`src/rtl/axis_checksum_appender_if.sv`:
```
// ---------------------------------------------------------------------------
// axis_checksum_appender_if
//
// Purpose: AXI-Stream bundle used on both sides of axis_checksum_appender.
//
// Signals:
//   tdata  [DATA_WIDTH-1:0]   stream data
//   tstrb  [DATA_WIDTH/8-1:0] byte qualifiers
//   tvalid                    word valid (master -> slave)
//   tlast                     frame end marker (master -> slave)
//   tready                    slave accepts a word (slave -> master)
//
// Modports: master drives tdata/tstrb/tvalid/tlast; slave drives tready.
// ---------------------------------------------------------------------------
interface axis_checksum_appender_if #(
    parameter int DATA_WIDTH = 32
);
    logic [DATA_WIDTH-1:0]   tdata;
    logic [DATA_WIDTH/8-1:0] tstrb;
    logic                    tvalid;
    logic                    tlast;
    logic                    tready;

    modport master (
        output tdata,
        output tstrb,
        output tvalid,
        output tlast,
        input  tready
    );

    modport slave (
        input  tdata,
        input  tstrb,
        input  tvalid,
        input  tlast,
        output tready
    );
endinterface

```
`src/rtl/axis_checksum_appender.sv`:
```
// ---------------------------------------------------------------------------
// axis_checksum_appender
//
// Purpose: AXI-Stream pass-through stage that forwards every payload word of
// a frame unchanged and then appends one checksum word (modular sum of the
// frame's data) carrying TLAST. Frames that never see TLAST are force-ended
// after MAX_FRAME_LEN words and flagged via the sticky overflow_err.
//
// Ports:
//   axis_aclk     in   clock for both stream sides
//   axis_aresetn  in   synchronous active-low reset
//   s03_axis      slave  modport: payload input stream
//   m03_axis      master modport: payload + checksum output stream
//   frame_count   out  [15:0] frames whose checksum word was handshaked
//   overflow_err  out  sticky, set when a frame is force-ended at the limit
//
// Build option:
//   AXIS_CSUM_STRB_MASK_EN  when defined, byte lanes whose tstrb bit is 0
//                           contribute 0x00 to the sum; otherwise the whole
//                           tdata word is summed.
// ---------------------------------------------------------------------------
module axis_checksum_appender #(
    parameter int DATA_WIDTH    = 32,
    parameter int MAX_FRAME_LEN = 256,
    parameter int LEN_WIDTH     = 9
) (
    input  logic                     axis_aclk,
    input  logic                     axis_aresetn,
    axis_checksum_appender_if.slave  s03_axis,
    axis_checksum_appender_if.master m03_axis,
    output logic [15:0]              frame_count,
    output logic                     overflow_err
);

    localparam int STRB_WIDTH = DATA_WIDTH / 8;

    typedef enum logic [1:0] {
        IDLE = 2'd0,
        PASS = 2'd1,
        CSUM = 2'd2
    } state_t;

    state_t                  state_reg,  state_next;
    logic [DATA_WIDTH-1:0]   acc_reg,    acc_next;
    logic [LEN_WIDTH-1:0]    cnt_reg,    cnt_next;
    logic [DATA_WIDTH-1:0]   tdata_reg,  tdata_next;
    logic [STRB_WIDTH-1:0]   tstrb_reg,  tstrb_next;
    logic                    tvalid_reg, tvalid_next;
    logic                    tlast_reg,  tlast_next;
    logic [15:0]             fc_reg,     fc_next;
    logic                    ovf_reg,    ovf_next;

    logic                    slot_free;
    logic                    in_hs;
    logic                    out_hs;
    logic [DATA_WIDTH-1:0]   masked_word;
    logic [DATA_WIDTH-1:0]   acc_sum;
    logic [LEN_WIDTH-1:0]    cnt_inc;

    // Per-lane contribution of the incoming word to the running sum.
    genvar gi;
    generate
        for (gi = 0; gi < STRB_WIDTH; gi++) begin : g_lane
`ifdef AXIS_CSUM_STRB_MASK_EN
            assign masked_word[gi*8 +: 8] = s03_axis.tstrb[gi] ? s03_axis.tdata[gi*8 +: 8] : 8'h00;
`else
            assign masked_word[gi*8 +: 8] = s03_axis.tdata[gi*8 +: 8];
`endif
        end
    endgenerate

    // The output register can take a new word when empty or draining now.
    assign slot_free = !tvalid_reg || m03_axis.tready;

    // Gated by reset so the input side never looks ready while held in reset.
    assign s03_axis.tready = axis_aresetn && slot_free && (state_reg != CSUM);

    assign in_hs  = s03_axis.tvalid && s03_axis.tready;
    assign out_hs = tvalid_reg && m03_axis.tready;

    // A word arriving in IDLE starts a fresh frame, so ignore the old totals.
    assign acc_sum = ((state_reg == IDLE) ? '0 : acc_reg) + masked_word;
    assign cnt_inc = ((state_reg == IDLE) ? '0 : cnt_reg) + 1'b1;

    assign m03_axis.tdata  = tdata_reg;
    assign m03_axis.tstrb  = tstrb_reg;
    assign m03_axis.tvalid = tvalid_reg;
    assign m03_axis.tlast  = tlast_reg;
    assign frame_count     = fc_reg;
    assign overflow_err    = ovf_reg;

    always_ff @(posedge axis_aclk) begin
        if (!axis_aresetn) begin
            state_reg  <= IDLE;
            acc_reg    <= '0;
            cnt_reg    <= '0;
            tdata_reg  <= '0;
            tstrb_reg  <= '0;
            tvalid_reg <= 1'b0;
            tlast_reg  <= 1'b0;
            fc_reg     <= '0;
            ovf_reg    <= 1'b0;
        end else begin
            state_reg  <= state_next;
            acc_reg    <= acc_next;
            cnt_reg    <= cnt_next;
            tdata_reg  <= tdata_next;
            tstrb_reg  <= tstrb_next;
            tvalid_reg <= tvalid_next;
            tlast_reg  <= tlast_next;
            fc_reg     <= fc_next;
            ovf_reg    <= ovf_next;
        end
    end

    always_comb begin
        state_next  = state_reg;
        acc_next    = acc_reg;
        cnt_next    = cnt_reg;
        tdata_next  = tdata_reg;
        tstrb_next  = tstrb_reg;
        tvalid_next = tvalid_reg;
        tlast_next  = tlast_reg;
        fc_next     = fc_reg;
        ovf_next    = ovf_reg;

        if (out_hs) begin
            tvalid_next = 1'b0;
        end

        case (state_reg)
            IDLE, PASS: begin
                if (in_hs) begin
                    tdata_next  = s03_axis.tdata;
                    tstrb_next  = s03_axis.tstrb;
                    tlast_next  = 1'b0;
                    tvalid_next = 1'b1;
                    acc_next    = acc_sum;
                    cnt_next    = cnt_inc;
                    if (s03_axis.tlast) begin
                        state_next = CSUM;
                    end else if (cnt_inc == LEN_WIDTH'(MAX_FRAME_LEN)) begin
                        state_next = CSUM;
                        ovf_next   = 1'b1;
                    end else begin
                        state_next = PASS;
                    end
                end
            end
            CSUM: begin
                // tlast is only ever set on the checksum word, so a valid
                // tlast word in the slot means the checksum is already loaded.
                if (tvalid_reg && tlast_reg) begin
                    if (m03_axis.tready) begin
                        fc_next    = fc_reg + 16'd1;
                        acc_next   = '0;
                        cnt_next   = '0;
                        state_next = IDLE;
                    end
                end else if (slot_free) begin
                    tdata_next  = acc_reg;
                    tstrb_next  = '1;
                    tlast_next  = 1'b1;
                    tvalid_next = 1'b1;
                end
            end
            default: begin
                state_next = IDLE;
            end
        endcase
    end

endmodule

```
`src/flat_wrapper.sv`:
```
// flat-port wrapper written by rule: the top's interface ports become plain ports
module axis_checksum_appender_flat 
#(
    parameter int DATA_WIDTH    = 32,
    parameter int MAX_FRAME_LEN = 256,
    parameter int LEN_WIDTH     = 9
)
  (axis_aclk, axis_aresetn, frame_count, overflow_err, s03_axis_tdata, s03_axis_tstrb, s03_axis_tvalid, s03_axis_tlast, s03_axis_tready, m03_axis_tdata, m03_axis_tstrb, m03_axis_tvalid, m03_axis_tlast, m03_axis_tready);
  axis_checksum_appender_if #(.DATA_WIDTH(DATA_WIDTH)) s03_axis_i ();
  axis_checksum_appender_if #(.DATA_WIDTH(DATA_WIDTH)) m03_axis_i ();
  input  logic axis_aclk;
  input  logic axis_aresetn;
  output logic [15:0] frame_count;
  output logic overflow_err;
  input wire logic [$bits(s03_axis_i.tdata)-1:0] s03_axis_tdata;
  input wire logic [$bits(s03_axis_i.tstrb)-1:0] s03_axis_tstrb;
  input wire logic [$bits(s03_axis_i.tvalid)-1:0] s03_axis_tvalid;
  input wire logic [$bits(s03_axis_i.tlast)-1:0] s03_axis_tlast;
  output wire logic [$bits(s03_axis_i.tready)-1:0] s03_axis_tready;
  output wire logic [$bits(m03_axis_i.tdata)-1:0] m03_axis_tdata;
  output wire logic [$bits(m03_axis_i.tstrb)-1:0] m03_axis_tstrb;
  output wire logic [$bits(m03_axis_i.tvalid)-1:0] m03_axis_tvalid;
  output wire logic [$bits(m03_axis_i.tlast)-1:0] m03_axis_tlast;
  input wire logic [$bits(m03_axis_i.tready)-1:0] m03_axis_tready;
  assign s03_axis_i.tdata = s03_axis_tdata;
  assign s03_axis_i.tstrb = s03_axis_tstrb;
  assign s03_axis_i.tvalid = s03_axis_tvalid;
  assign s03_axis_i.tlast = s03_axis_tlast;
  assign s03_axis_tready = s03_axis_i.tready;
  assign m03_axis_tdata = m03_axis_i.tdata;
  assign m03_axis_tstrb = m03_axis_i.tstrb;
  assign m03_axis_tvalid = m03_axis_i.tvalid;
  assign m03_axis_tlast = m03_axis_i.tlast;
  assign m03_axis_i.tready = m03_axis_tready;
  axis_checksum_appender #(.DATA_WIDTH(DATA_WIDTH), .MAX_FRAME_LEN(MAX_FRAME_LEN), .LEN_WIDTH(LEN_WIDTH)) u_core (.axis_aclk(axis_aclk), .axis_aresetn(axis_aresetn), .s03_axis(s03_axis_i), .m03_axis(m03_axis_i), .frame_count(frame_count), .overflow_err(overflow_err));
endmodule
```
`config.mk`:
```
export PLATFORM = sky130hd
export DESIGN_NAME = axis_checksum_appender_flat
export DESIGN_NICKNAME = d
export VERILOG_FILES = /design/src/rtl/axis_checksum_appender_if.sv /design/src/rtl/axis_checksum_appender.sv /design/src/flat_wrapper.sv
export SDC_FILE = /design/constraint.sdc
export NUM_CORES = 1
export LEC_CHECK = 0
export CORE_MARGIN = 10
export CORE_UTILIZATION = 49
export CTS_CLUSTER_SIZE = 25
export DETAILED_ROUTE_END_ITERATION = 10
export PLACE_DENSITY = 0.79
export SYNTH_ARGS = -nofsm -noshare
export SYNTH_HDL_FRONTEND = slang
export SYNTH_SLANG_ARGS = --single-unit
```
`constraint.sdc`:
```
create_clock -name axis_aclk -period 3.4 [get_ports axis_aclk]
set_clock_uncertainty 0.15 [all_clocks]
set_input_delay 0.68 -clock axis_aclk [delete_from_list [all_inputs] [get_ports axis_aclk]]
set_output_delay 0.68 -clock axis_aclk [all_outputs]
set_load 0.02 [all_outputs]
```
==> flow_summary.toml <==
[run_status]
outcome = "finished, final reports clean"

[clock_tree]
cts_hold_buf = 0
cts_tree = "yes"
cts.sinks = 98
clkLatencyLatePin_ps = 360
cts-resized-gates = 0
tritoncts.num_buffers = 9
post_cts_buffers = 0
cts_max_level = 3
cts_max_path_buffers = 2
clkTransAtPathRegs_ps = 60
root_buffer = "clkbuf_16"

[power_and_ir_drop]
p_comb_frac = 0.221
pwr-share-clk = 0.346
p_leak_nw = 3.52
peakVddDrop_mv = 0.255
p_seq_frac = 0.433
power.internal_mw = 2.11
swShare = 0.288
p_switching_mw = 0.856
power.density_nw_per_um2 = 397

[timing]
fin_crit_sh = 0.937
fmax_ghz = 0.314
setup_viol = 0
slew_violations = 0
worst_pin_slew_ps = 701
period_needed_ps = 3190
fin_ws_ps = 213
hold_viol = 0
rsz0062_at_grt = "no"
slew_headroom = 0.531

[yosys]
syn_area_sq_um = 5980
synth-xor-area-share = 0.0586
yosys.area.top_type = "dfxtp_1"
yosysTopAreaCellShare = 0.328
yosys_warnings = 0
synth_compound_area_frac = 0.236
yosys.area_share.simple = 0.212
avgSynthCellArea_sq_um = 8.71
synth_mux_area_frac = 0.0602
yosysSeqAreaShare = 0.328
ys_types = 61
synthAdderAreaFrac = 0.0724
synth_enable_flop_cells = 0
synth_top_family_by_area = "compound AO/OA/AOI/OAI gates"
syn_inst = 687
synth_area_leaders = "dfxtp_1 (33%), ha_1 (6.9%), mux2i_1 (6.0%)"
synthFlopType = "dfxtp_1"
async_reset_ff_frac = 0
synth.net_count = 762
ys_seq_elements = 98

[setup_path]
endpoint_kind = "flip-flop"
required_ps = 3550
path_max_fanout = 6
worst_setup_path_start_kind = "input port"
crit_top_cell = "o211ai_2"
worst_path_largest_cell_delay_ps = 480
r2r_cells = 12
arrival_ps = 3340
crit_slowest_cell = "clkdlybuf4s50_1"
worstSetupPathType = "input port to flip-flop"
worstPathCellList = "clkdlybuf4s50_1 > ha_1 > inv_1 > fa_1 > and2b_4 > o211ai_2 > a211oi_2 > nor2_2 > o211ai_4 > a41oi_2 > o211ai_2 > a32o_2"

[route]
first_pass_iters = 5
via_per_inst = 5.74
num_vias = 5365
wl_per_cell_um = 16.8
routed_wl_mm = 15.7
drtIter0Drc = 269
route.detailed.drc = 0
ant_nets = 0

[floorplan]
dieArea_sq_um = 17000
fp.dieH_um = 130
fp-row-count = 40
die_x_um = 130
core-area_sq_um = 12000
start_util = 0.500
io_pins = 97

[global_route]
grt_pass1_wl_mm = 26.1
overflow = 0
grtUsageTotal = 0.187
grt_pass1_vias = 5343
antenna_found_initial = 0
grt_max_degree = 49

[place]
hpwl_mm = 11.6
port_buffers = 96
gp_congestion = 0.897
placedCellCount = 919
place_ws_ps = -129

[finish]
syn2layout_area_growth_pct = 25.0
final_cells = 935
drive_gt1_frac = 0.0926
diodes = 0
fillCellCount = 1003
fin_nets = 858

[worst_hold_path]
holdPathStages = 2
hp-class = "flip-flop to flip-flop"

[run]
drv_cap = 0
## logic make-up (layout without fill, tap and decap cells)
family	count (synthesis)	count (layout)
AOI/OAI and AO/OA	184	184
xor gates and xnor gates	40	40
adders and majority gates	34	34
buffers and inverters	49	150
DFF	98	98
muxes	36	36
and+or+nand+nor	246	246
## metrics by stage
| step | hold slack (ps) | power, mW | setup TNS, ps | instance area, sq um | util |
|---|---|---|---|---|---|
| after floorplan | 285 | 1.70 | 0 | 5980 | - |
| after global placement | 301 | 1.95 | -240 | 7180 | 0.601 |
| after detailed placement | 306 | 1.97 | -476 | 7180 | 0.601 |
| after CTS | 314 | 3.00 | 0 | 7480 | 0.625 |
| after global routing | 347 | 3.11 | 0 | 7480 | 0.625 |
| final | 314 | 2.97 | 0 | 7480 | 0.625 |
## power by group through the flow
stage               Clock [mW]  Sequential [mW]  Combinational (mW)
global route              1.09             1.30               0.720
global placement             0             1.31               0.644
finish                    1.03             1.28               0.657
CTS                       1.05             1.28               0.662
detailed placement           0             1.31               0.657
floorplan                    0             1.36               0.341
## worst max-delay path: cells and delay by family
kind            cells  cell delay (ps)
simple gates        2              360
fa+ha+maj           2              560
buf+inv             2              540
compound gates      6             1190
## layout make-up
class,instances,area (sq um),share of cell area
flip-flops and latches,98,1960,0.262
multi-input cells,540,3830,0.513
clock inverters,7,67.6,0.00904
inverters,13,48.8,0.00653
repair buffers,121,1160,0.155
clock buffers,9,225,0.0301
well taps,147,184,0.0246
## layout by cell type (no fill, tap or decap), types with 28 or more instances in the layout
master,netlist,routed
a21oi_1,32,32
and2_1,45,45
clkdlybuf4s50_1,0,95
dfxtp_1,98,98
ha_1,33,33
mux2i_1,36,36
nand2_1,80,80
nor2_1,33,33
o211a_1,33,33
xnor2_1,28,28
## synthesized netlist by cell type, types with 7 or more instances
cell type	count
and2_1	45
inv_1	13
a22oi_1	15
nand2_1	80
xnor2_1	28
buf_2	11
o21ai_1	7
nand4_1	8
dfxtp_1	98
mux2i_1	36
ha_1	33
nor2b_1	23
nor2_1	33
o21ai_0	26
a21boi_0	9
and3_1	10
clkbuf_1	25
a21o_1	17
nand3_1	15
xor2_1	12
a21oi_1	32
o211a_1	33
## path summary, 6_finish.rpt
path	start	end	slack (ps)
max	s03_axis_tdata[0]	u_core.acc_reg[26]	210
min	u_core.acc_reg[24]	u_core.acc_reg[24]	310
max reg2reg	u_core.state_reg[1]	u_core.acc_reg[28]	250
min reg2reg	u_core.acc_reg[24]	u_core.acc_reg[24]	310
## routing by layer
| layer | wire, um | track usage | up-vias |
|---|---|---|---|
| met5 | 0 | 0 | - |
| met4 | 249 | 0.0687 | 0 |
| met3 | 881 | 0.0387 | 17 |
| met2 | 7530 | 0.319 | 126 |
| met1 | 7030 | 0.227 | 2570 |
| li1 | - | - | 2652 |
(Power assumes the default switching activity.)
